`config.mk`:
```
export PLATFORM = sky130hd
export DESIGN_NAME = panel_scroll_bank
export DESIGN_NICKNAME = d
export VERILOG_FILES = /design/src/rtl/panel_scroll_bank.sv
export SDC_FILE = /design/constraint.sdc
export NUM_CORES = 1
export LEC_CHECK = 0
export BUFFER_PORTS_ARGS = -buffer_cell sky130_fd_sc_hd__buf_2
export CORE_MARGIN = 5
export CORE_UTILIZATION = 40
export DETAILED_ROUTE_END_ITERATION = 6
export PLACE_DENSITY = 0.66
export SYNTH_ARGS = -nofsm -noshare
export SYNTH_HDL_FRONTEND = slang
export SYNTH_SLANG_ARGS = --single-unit
```
`constraint.sdc`:
```
create_clock -name clk -period 8.76 [get_ports clk]
set_input_delay 0.438 -clock clk [delete_from_list [all_inputs] [get_ports clk]]
set_output_delay 0.438 -clock clk [all_outputs]
set_load 0.02 [all_outputs]
```
`src/rtl/panel_scroll_bank.sv`:
```
// panel_scroll_bank: bank of circular row registers with loadable patterns and rate-divided left/right scrolling
module panel_scroll_bank #(
  parameter int ROWS = 5,
  parameter int WIDTH = 16,
  parameter int DIV_W = 8,
  localparam int POS_W = $clog2(WIDTH)
) (
  input  logic                  clk,
  input  logic                  rst,
  input  logic [1:0]            mode,
  input  logic [ROWS*WIDTH-1:0] pattern_in,
  input  logic [DIV_W-1:0]      div,
  output logic [ROWS-1:0]       row_bits,
  output logic [ROWS*WIDTH-1:0] rows_out,
  output logic [POS_W-1:0]      pos,
  output logic                  step_o,
  output logic                  wrap_o
);
  logic [WIDTH-1:0] rows [ROWS];
  logic [DIV_W-1:0] presc;
  logic [POS_W-1:0] pos_nxt;
  logic             load, rotating, left, step;
  always_comb begin
    load     = mode == 2'b01;
    rotating = mode[1];
    left     = ~mode[0];
    step     = rotating && presc >= div;
    pos_nxt  = left ? (pos == POS_W'(WIDTH-1) ? '0 : pos + POS_W'(1))
                    : (pos == '0 ? POS_W'(WIDTH-1) : pos - POS_W'(1));
  end
  always_ff @(posedge clk) begin
    if (rst) begin
      for (int r = 0; r < ROWS; r++) rows[r] <= '0;
      presc  <= '0;
      pos    <= '0;
      step_o <= 1'b0;
      wrap_o <= 1'b0;
    end else begin
      step_o <= step;
      wrap_o <= step && pos_nxt == '0;
      if (load) begin
        for (int r = 0; r < ROWS; r++) rows[r] <= pattern_in[r*WIDTH +: WIDTH];
        pos   <= '0;
        presc <= '0;
      end else if (rotating) begin
        presc <= step ? '0 : presc + DIV_W'(1);
        if (step) begin
          for (int r = 0; r < ROWS; r++)
            rows[r] <= left ? {rows[r][WIDTH-2:0], rows[r][WIDTH-1]} : {rows[r][0], rows[r][WIDTH-1:1]};
          pos <= pos_nxt;
        end
      end else begin
        presc <= '0;
      end
    end
  end
  for (genvar g = 0; g < ROWS; g++) begin : g_out
    assign rows_out[g*WIDTH +: WIDTH] = rows[g];
    assign row_bits[g] = rows[g][WIDTH-1];
  end
endmodule

```
# == Yosys cells after proc, flatten, opt, wreduce, memory -nomap -nowiden ==
# Memory sizes are Yosys's and may differ from the RTL's.
# Cells that the tools add are included.
# totals
inputBits,92
ram_bits,80
regBits,14
n_memories,1
output_inout_bits,91
# mem_list
memory,depth,width,read_ports,rd_ports_with_merged_regs,wr,line_no,rtl
rows,5,16,5,0,5,19,logic [WIDTH-1:0] rows [ROWS];
# classes
eq_ne,2
order_cmp,1
addsub,3
reduce_logical,7
n_mux,28
n_bitwise,11
# ops
operator,count
two-way mux 16 bit,15
two-way mux 4 bit,3
two-way mux 1 bit,10
OR 1 bit,10
adder 8 x 1 -> 8 bit (second input constant),1
greater-or-equal comparator 8 bit,1
zero test 4 bit,2
adder 4 x 1 -> 4 bit (second input constant),1
equality test 4 bit (second input constant),1
OR reduction 4 bit,1
subtractor 4 x 1 -> 4 bit (second input constant),1
equality test 2 x 1 -> 1 bit (second input constant),1
logical AND 1 bit,2
AND reduction 2 bit,1
OR reduction 2 bit,1
NOT 1 bit,1

# == Logic depth before layout (Yosys ltp) ==
# Gate-level depths: netlist (run 1).
# logic_depth
ltp_word,8
mapped_depth,7
mapped_depth_nobuf,6

# == Worst setup path after synthesis (run 1) ==
# Ideal clock, no wire load.
# synth_timing
path_kind,input to register
startpoint,in div[0]
endpoint,"mem rows[0][0], enable pin"
setup_time_ns,0.793
arrival_ns,3.038
path_stages,5
path_slack_ns,4.930
path_cell_list,ha_1 -> nand2b_1 -> a2111o_1 -> a32oi_2 -> nand2_1
# synth_lines
element,line_no,rtl
from (decl),12,"input logic [DIV_W-1:0] div,"
to (decl),19,

==> impl_metrics.env, run 1 <==
export IMPL_remaining_drc_errors=0
export IMPL_logic_depth_of_the_worst_register_to_register_path=7
export IMPL_cts_buf_count=9
export IMPL_hold_ws_ps=363.6
export IMPL_final_setup_viols=0
export IMPL_area_growth_synth_to_final_pct=24.05
export IMPL_r2r_end="rows[0][6]"
export IMPL_status="completed"
export IMPL_startpoint_of_the_most_critical_register_to_register_path="presc[0]"
export IMPL_mappedNetlistArea_um2=5318
export IMPL_min_path_cells=3
export IMPL_cts_hold_fix_bufs=0
export IMPL_globalplace_congestion=0.8183
export IMPL_grt_max_degree=90
export IMPL_hold_path_class="input pin to register"
export IMPL_die_y_um=125.3
export IMPL_grt_pass1_vias=4180
export IMPL_postSynthRegisterBits=94
export IMPL_finalHoldViolations=0
export IMPL_period_needed_ps=3198
export IMPL_postSynthNetCount=579
export IMPL_cell_type_contributing_the_most_total_cell_area_after_synthesis="sky130_fd_sc_hd__edfxtp_1"
export IMPL_synth_warnings=0
export IMPL_mostFrequentLayoutCell="sky130_fd_sc_hd__buf_2"
export IMPL_global_route_usage_total_pct=17.42
export IMPL_portBuffers=182
export IMPL_grt_overflow_total=0
export IMPL_routed_wirelength_mm=14.21
export IMPL_fmax_mhz=312.7
export IMPL_clock_tree_buffer_depth=2
export IMPL_worst_slew_pin_transition_ps=1147
export IMPL_crit_arrival_ps=3250
export IMPL_start_util_pct=40.48
export IMPL_drt_pre_antenna_iters=4
export IMPL_critical_path_top_delay_cell="sky130_fd_sc_hd__buf_4"
export IMPL_clkSinkCount=94
export IMPL_cts_resized=0
export IMPL_clk_root_buffer_cell="sky130_fd_sc_hd__clkbuf_16"
export IMPL_layout_nets=731
export IMPL_static_leakage_power_nw=2.937
export IMPL_worst_endpoint_required_ps=8810
export IMPL_maxSlewHeadroom_pct=23.51
export IMPL_die_w_um=125.3
export IMPL_worst_vdd_rail_ir_drop_mv=0.08643
export IMPL_tritoncts="yes"
export IMPL_max_stage_delay_ps=730
export IMPL_hold_path_endpoint="rows[0][73]"
export IMPL_layout_filler_cells=1251
export IMPL_initial_antenna_violation_count=0
export IMPL_min_delay_start="pattern_in[73]"
export IMPL_clk_pin_slew_worst_paths_ps=70
export IMPL_path_cells="inv_1 -> ha_1 -> nand2b_1 -> a2111o_1 -> a31oi_4 -> buf_4 -> o31ai_1"
export IMPL_route_vias_total=4334
export IMPL_post_drt_via_cell_ratio=5.364
export IMPL_layout_drive_gt1_share_pct=33.07
export IMPL_postSynthAreaPerCell_um2=11.19
export IMPL_cts_htree_levels=3
export IMPL_proportion_of_netlist_area_held_by_the_largest_area_contributor_pct=45.18
export IMPL_timing_clock_skew_ps=5.273
export IMPL_timing_setup_critical_path_class="register to register"
export IMPL_coreArea_um2=13140
export IMPL_post_cts_setup_buffers=0
export IMPL_diodes=0
export IMPL_floorplan_io_pins=183
export IMPL_timing_max_cap_violations=0
export IMPL_layout_common_cells="181 x sky130_fd_sc_hd__buf_2, 89 x sky130_fd_sc_hd__nand2_1, 85 x sky130_fd_sc_hd__mux2i_1, 81 x sky130_fd_sc_hd__o31ai_1, 80 x sky130_fd_sc_hd__edfxtp_1"
export IMPL_crit_path_end_kind="register"
export IMPL_yosys_top_cells_area="sky130_fd_sc_hd__edfxtp_1 45%, sky130_fd_sc_hd__mux2i_1 16%, sky130_fd_sc_hd__o31ai_1 11%"
export IMPL_worst_setup_path_start_kind="register"
export IMPL_finalMaxSlewViolations=0
export IMPL_clkLatencyLatePin_ps=340
export IMPL_syn_instance_count=475
export IMPL_reg2reg_setup_slack_ps=5560
export IMPL_dr_first_iter_drc_count=329
export IMPL_power_per_cell_area_nw_per_um2=168.9
export IMPL_fin_setup_tns_ps=0
export IMPL_ys_seq_area_share_pct=50.45
export IMPL_route_detailed_wl_per_inst_um=17.59
export IMPL_die_area_um2=15700
export IMPL_drtAntennaViolNets=0
export IMPL_grt_setup_unrepaired="no"
export IMPL_num_rows=42
export IMPL_yosysUniqueCellTypes=38
export IMPL_global_route_wire_length_before_repair_mm=22.59
export IMPL_path_max_fanout=66
export IMPL_min_period_over_period_pct=36.51
export IMPL_dp_hpwl_mm=9.555
export IMPL_final_core_utilization_pct=50.21
[flip-flops by register name, summed over array words and instances, names as in the netlist]
| register | count |
|---|---|
| pos | 4 |
| presc | 8 |
| rows | 80 |
| step_o | 1 |
| wrap_o | 1 |
[layer usage]
layer  GRT usage (%)  up-vias  share of wire, %
met5               0        -                 0
met4           5.740        0              0.99
met3           3.284        8               5.3
met2           27.08      137                48
met1           24.61     2112                46
li1                -     2077                 -
[per-stage QoR]
stage	cell area [um2]	setup slack, ps	power [mW]	cells
2_1_floorplan	5318	4930	0.6424	475
3_3_place_gp	6282	5553	0.7057	792
3_5_place_dp	6282	5481	0.7087	792
4_1_cts	6596	5585	1.125	808
5_1_grt	6596	5392	1.156	808
6_report	6596	5562	1.114	808
[where the power goes]
part	leakage [nW]	switching (mW)	internal (mW)
Sequential	0.966	0.0228	0.515
Combinational	1.82	0.100	0.0597
Clock	0.149	0.169	0.248
Total	2.94	0.292	0.822
[Yosys cell counts (all sizes together)]
library cell and instances:
nand2 90, mux2i 85, o31ai 81, edfxtp 80
buf 25, clkbuf 19, inv 15, dfxtp 14
ha 12, nor3b 7, a21oi 5, xor2 5
a31oi 4, o21ai 4, nand2b 3, nor2 3
and2 2, and3 2, nand3 2, xnor2 2
a2111o 1, a2111oi 1, a21o 1, a311oi 1
a32oi 1, and4b 1, nand3b 1, nand4 1
nor3 1, o211ai 1, o21ba 1, o311ai 1
or2 1, or3 1, or4 1
[cells by family (layout without fill, tap and decap cells)]
group           after synthesis  count (layout)  synth area share [%]
compound gates              102             102                 14.87
buf+inv                      59             216                 5.059
simple gates                116             116                 9.647
flops                        94              94                 50.45
xor+xnor                      7               7                 1.153
mux                          85              85                 16.00
fa+ha+maj                    12              12                 2.823
[area by class of cell]
class,instances,area (um2),area share [%]
sequential,94,2683,40.67
timing repair buffer,185,935.9,14.19
tap,176,220.2,3.338
clock buffer,9,225.2,3.414
inverter,15,56.30,0.8536
clock inverter,7,88.84,1.347
multi-input combinational,322,2387,36.19
[critical path: cells and delay by family, from the launching register on]
kind	cells	cell delay [ps]
flops	1	390
fa+ha+maj	1	260
simple gates	1	150
buf+inv	2	790
compound gates	3	1240
[how the worst max path moves through the flow]
stage / from / to / slack, ps / cells past startpoint
after global placement: div[0] / rows[0][40] / 5550 / 6
after floorplan: div[0] / rows[0][0] / 4930 / 5
after CTS: presc[0] / rows[0][6] / 5590 / 7
final: presc[0] / rows[0][6] / 5560 / 7
after global routing: presc[0] / rows[0][3] / 5390 / 7
after detailed placement: div[0] / rows[0][6] / 5480 / 7
Note: power is estimated with default switching activity, not from simulation.
==> inputs of run 2 (changes only) <==
- clock period: 8.76 -> 3.16 ns (I/O delays scaled with it)
==> run 2 against run 1 <==
  * Clock skew hardly changed
  * Power grew to 2.6 times the previous value
  * Utilization hardly changed
  * Hold slack worse by 270 ps
  * Sequential power grew to 2.8 times the previous value
  * First-iteration DRC count is 9.7% higher
  * Final area hardly changed
  * Global-route usage is 0.17 points lower
  * Via count is 0.58% lower
  * Clock-buffer cell count stayed put
  * Critical path type unchanged
  * Largest power group unchanged
==> impl_metrics.env, run 2 (synthesis gave the netlist of run 1 again) <==
export IMPL_mostFrequentLayoutCell="sky130_fd_sc_hd__buf_2"
export IMPL_regMostFlops="rows"
export IMPL_num_rows=42
export IMPL_period_needed_ps=2606
export IMPL_cts_hold_fix_bufs=0
export IMPL_largest_register_ff_count=80
export IMPL_layout_nets=734
export IMPL_diodes=0
export IMPL_global_route_wire_length_before_repair_mm=22.40
export IMPL_worst_setup_path_start_kind="register"
export IMPL_dr_first_iter_drc_count=361
export IMPL_path_max_fanout=32
export IMPL_fmax_mhz=383.8
export IMPL_start_util_pct=40.48
export IMPL_clkLatencyLatePin_ps=340
export IMPL_final_core_utilization_pct=50.20
export IMPL_final_setup_viols=0
export IMPL_die_area_um2=15700
export IMPL_min_delay_start="pattern_in[10]"
export IMPL_gr_max_usage_layer="met2"
export IMPL_remaining_drc_errors=0
export IMPL_area_growth_synth_to_final_pct=24.02
export IMPL_die_w_um=125.3
export IMPL_fin_setup_tns_ps=0
export IMPL_portBuffers=182
export IMPL_grt_setup_unrepaired="no"
export IMPL_min_period_over_period_pct=82.45
export IMPL_static_leakage_power_nw=2.935
export IMPL_met2_usage_pct=27.90
export IMPL_route_detailed_wl_per_inst_um=17.17
export IMPL_layout_drive_gt1_share_pct=33.07
export IMPL_route_vias_total=4309
export IMPL_crit_arrival_ps=2650
export IMPL_grt_max_degree=90
export IMPL_clk_root_buffer_cell="sky130_fd_sc_hd__clkbuf_16"
export IMPL_power_per_cell_area_nw_per_um2=442.6
export IMPL_critPathLaunch="presc[0]"
export IMPL_post_drt_via_cell_ratio=5.313
export IMPL_hold_path_class="input pin to register"
export IMPL_min_path_cells=3
export IMPL_worst_slew_pin_transition_ps=983.0
export IMPL_global_route_usage_total_pct=17.25
export IMPL_worst_vdd_rail_ir_drop_mv=0.2458
export IMPL_logic_depth_of_the_worst_register_to_register_path=7
export IMPL_dp_hpwl_mm=9.713
export IMPL_clock_tree_buffer_depth=2
export IMPL_tritoncts="yes"
export IMPL_status="completed"
export IMPL_layout_top_registers="rows x80, presc x8, pos x4"
export IMPL_hold_ws_ps=89.28
export IMPL_grt_met1_usage_pct=22.80
export IMPL_final_critical_path_setup_slack_ps=554.5
export IMPL_maxSlewHeadroom_pct=34.47
export IMPL_worst_endpoint_required_ps=3210
export IMPL_preCtsSetupSlack_ps=588.0
export IMPL_reg2reg_setup_slack_ps=550
export IMPL_startpoint_of_the_most_critical_register_to_register_path="presc[0]"
export IMPL_globalplace_congestion=0.8767
export IMPL_coreArea_um2=13140
export IMPL_cts_buf_count=9
export IMPL_hold_path_endpoint="rows[0][10]"
export IMPL_clk_pin_slew_worst_paths_ps=70
export IMPL_cts_resized=0
export IMPL_routed_wirelength_mm=13.93
export IMPL_crit_path_end_kind="register"
export IMPL_post_cts_setup_buffers=0
export IMPL_clkSinkCount=94
export IMPL_timing_max_cap_violations=0
export IMPL_r2r_end="rows[0][23]"
export IMPL_grt_pass1_vias=4204
export IMPL_floorplan_io_pins=183
export IMPL_report_power_total_mw=2.919
export IMPL_timing_setup_critical_path_class="register to register"
export IMPL_finalMaxSlewViolations=0
export IMPL_drt_pre_antenna_iters=5
export IMPL_met3_usage_pct=3.838
export IMPL_layout_common_cells="181 x sky130_fd_sc_hd__buf_2, 89 x sky130_fd_sc_hd__nand2_1, 85 x sky130_fd_sc_hd__mux2i_1, 81 x sky130_fd_sc_hd__o31ai_1, 80 x sky130_fd_sc_hd__edfxtp_1"
export IMPL_finalHoldViolations=0
export IMPL_grt_overflow_total=0
export IMPL_initial_antenna_violation_count=0
export IMPL_timing_clock_skew_ps=5.707
export IMPL_die_y_um=125.3
export IMPL_cts_htree_levels=3
export IMPL_drtAntennaViolNets=0
[run 2: changes by cell type in the layout (fill, tap and decap cells not counted)]
cell                        change
sky130_fd_sc_hd__clkinv_1       +2
sky130_fd_sc_hd__buf_12         +2
sky130_fd_sc_hd__buf_4          +1
sky130_fd_sc_hd__inv_6          +1
sky130_fd_sc_hd__clkinv_2       -1
sky130_fd_sc_hd__bufinv_16      -2
[run 2: critical path, cell delays in order (launching register included)]
cell and delay (ps):
sky130_fd_sc_hd__dfxtp_1 400, sky130_fd_sc_hd__inv_1 60, sky130_fd_sc_hd__ha_1 260, sky130_fd_sc_hd__nand2b_1 140
sky130_fd_sc_hd__a2111o_1 470, sky130_fd_sc_hd__a31oi_4 400, sky130_fd_sc_hd__buf_4 430, sky130_fd_sc_hd__o31ai_1 140
[run 2: per-stage QoR]
stage          area (um2)  instances
2_1_floorplan        5320        475
3_3_place_gp         6330        795
3_5_place_dp         6330        795
4_1_cts              6595        811
5_1_grt              6595        811
6_report             6595        811
[run 2: routing by layer]
metal | up-vias | part of all wire, % | wire length (um)
li1 | 2089 | - | -
met3 | 11 | 5.6 | 775
met5 | - | 0 | 0
met1 | 2063 | 44 | 6191
met4 | 0 | 1.1 | 155
met2 | 146 | 49 | 6806
[run 2: how the worst max path moves through the flow]
stage | endpoint | slack (ps) | depth (start not counted)
2_1_floorplan | rows[0][0] | 170 | 6
3_3_place_gp | rows[0][16] | 650 | 7
3_5_place_dp | rows[0][23] | 590 | 7
4_1_cts | rows[0][23] | 570 | 7
5_1_grt | rows[0][5] | 450 | 7
6_report | rows[0][23] | 550 | 7
[run 2: final cells by class]
type,instances,area (um2)
clock buffer,9,225.2
clock inverter,7,40.04
fill,1236,6543
inverter,15,56.30
multi-input combinational,322,2387
sequential,94,2683
tap,176,220.2
timing repair buffer,188,983.4
[run 2: power breakdown]
group	internal, mW	switching (mW)	leakage [nW]
Clock	0.527	0.460	0.124
Combinational	0.168	0.276	1.84
Sequential	1.42	0.0633	0.966
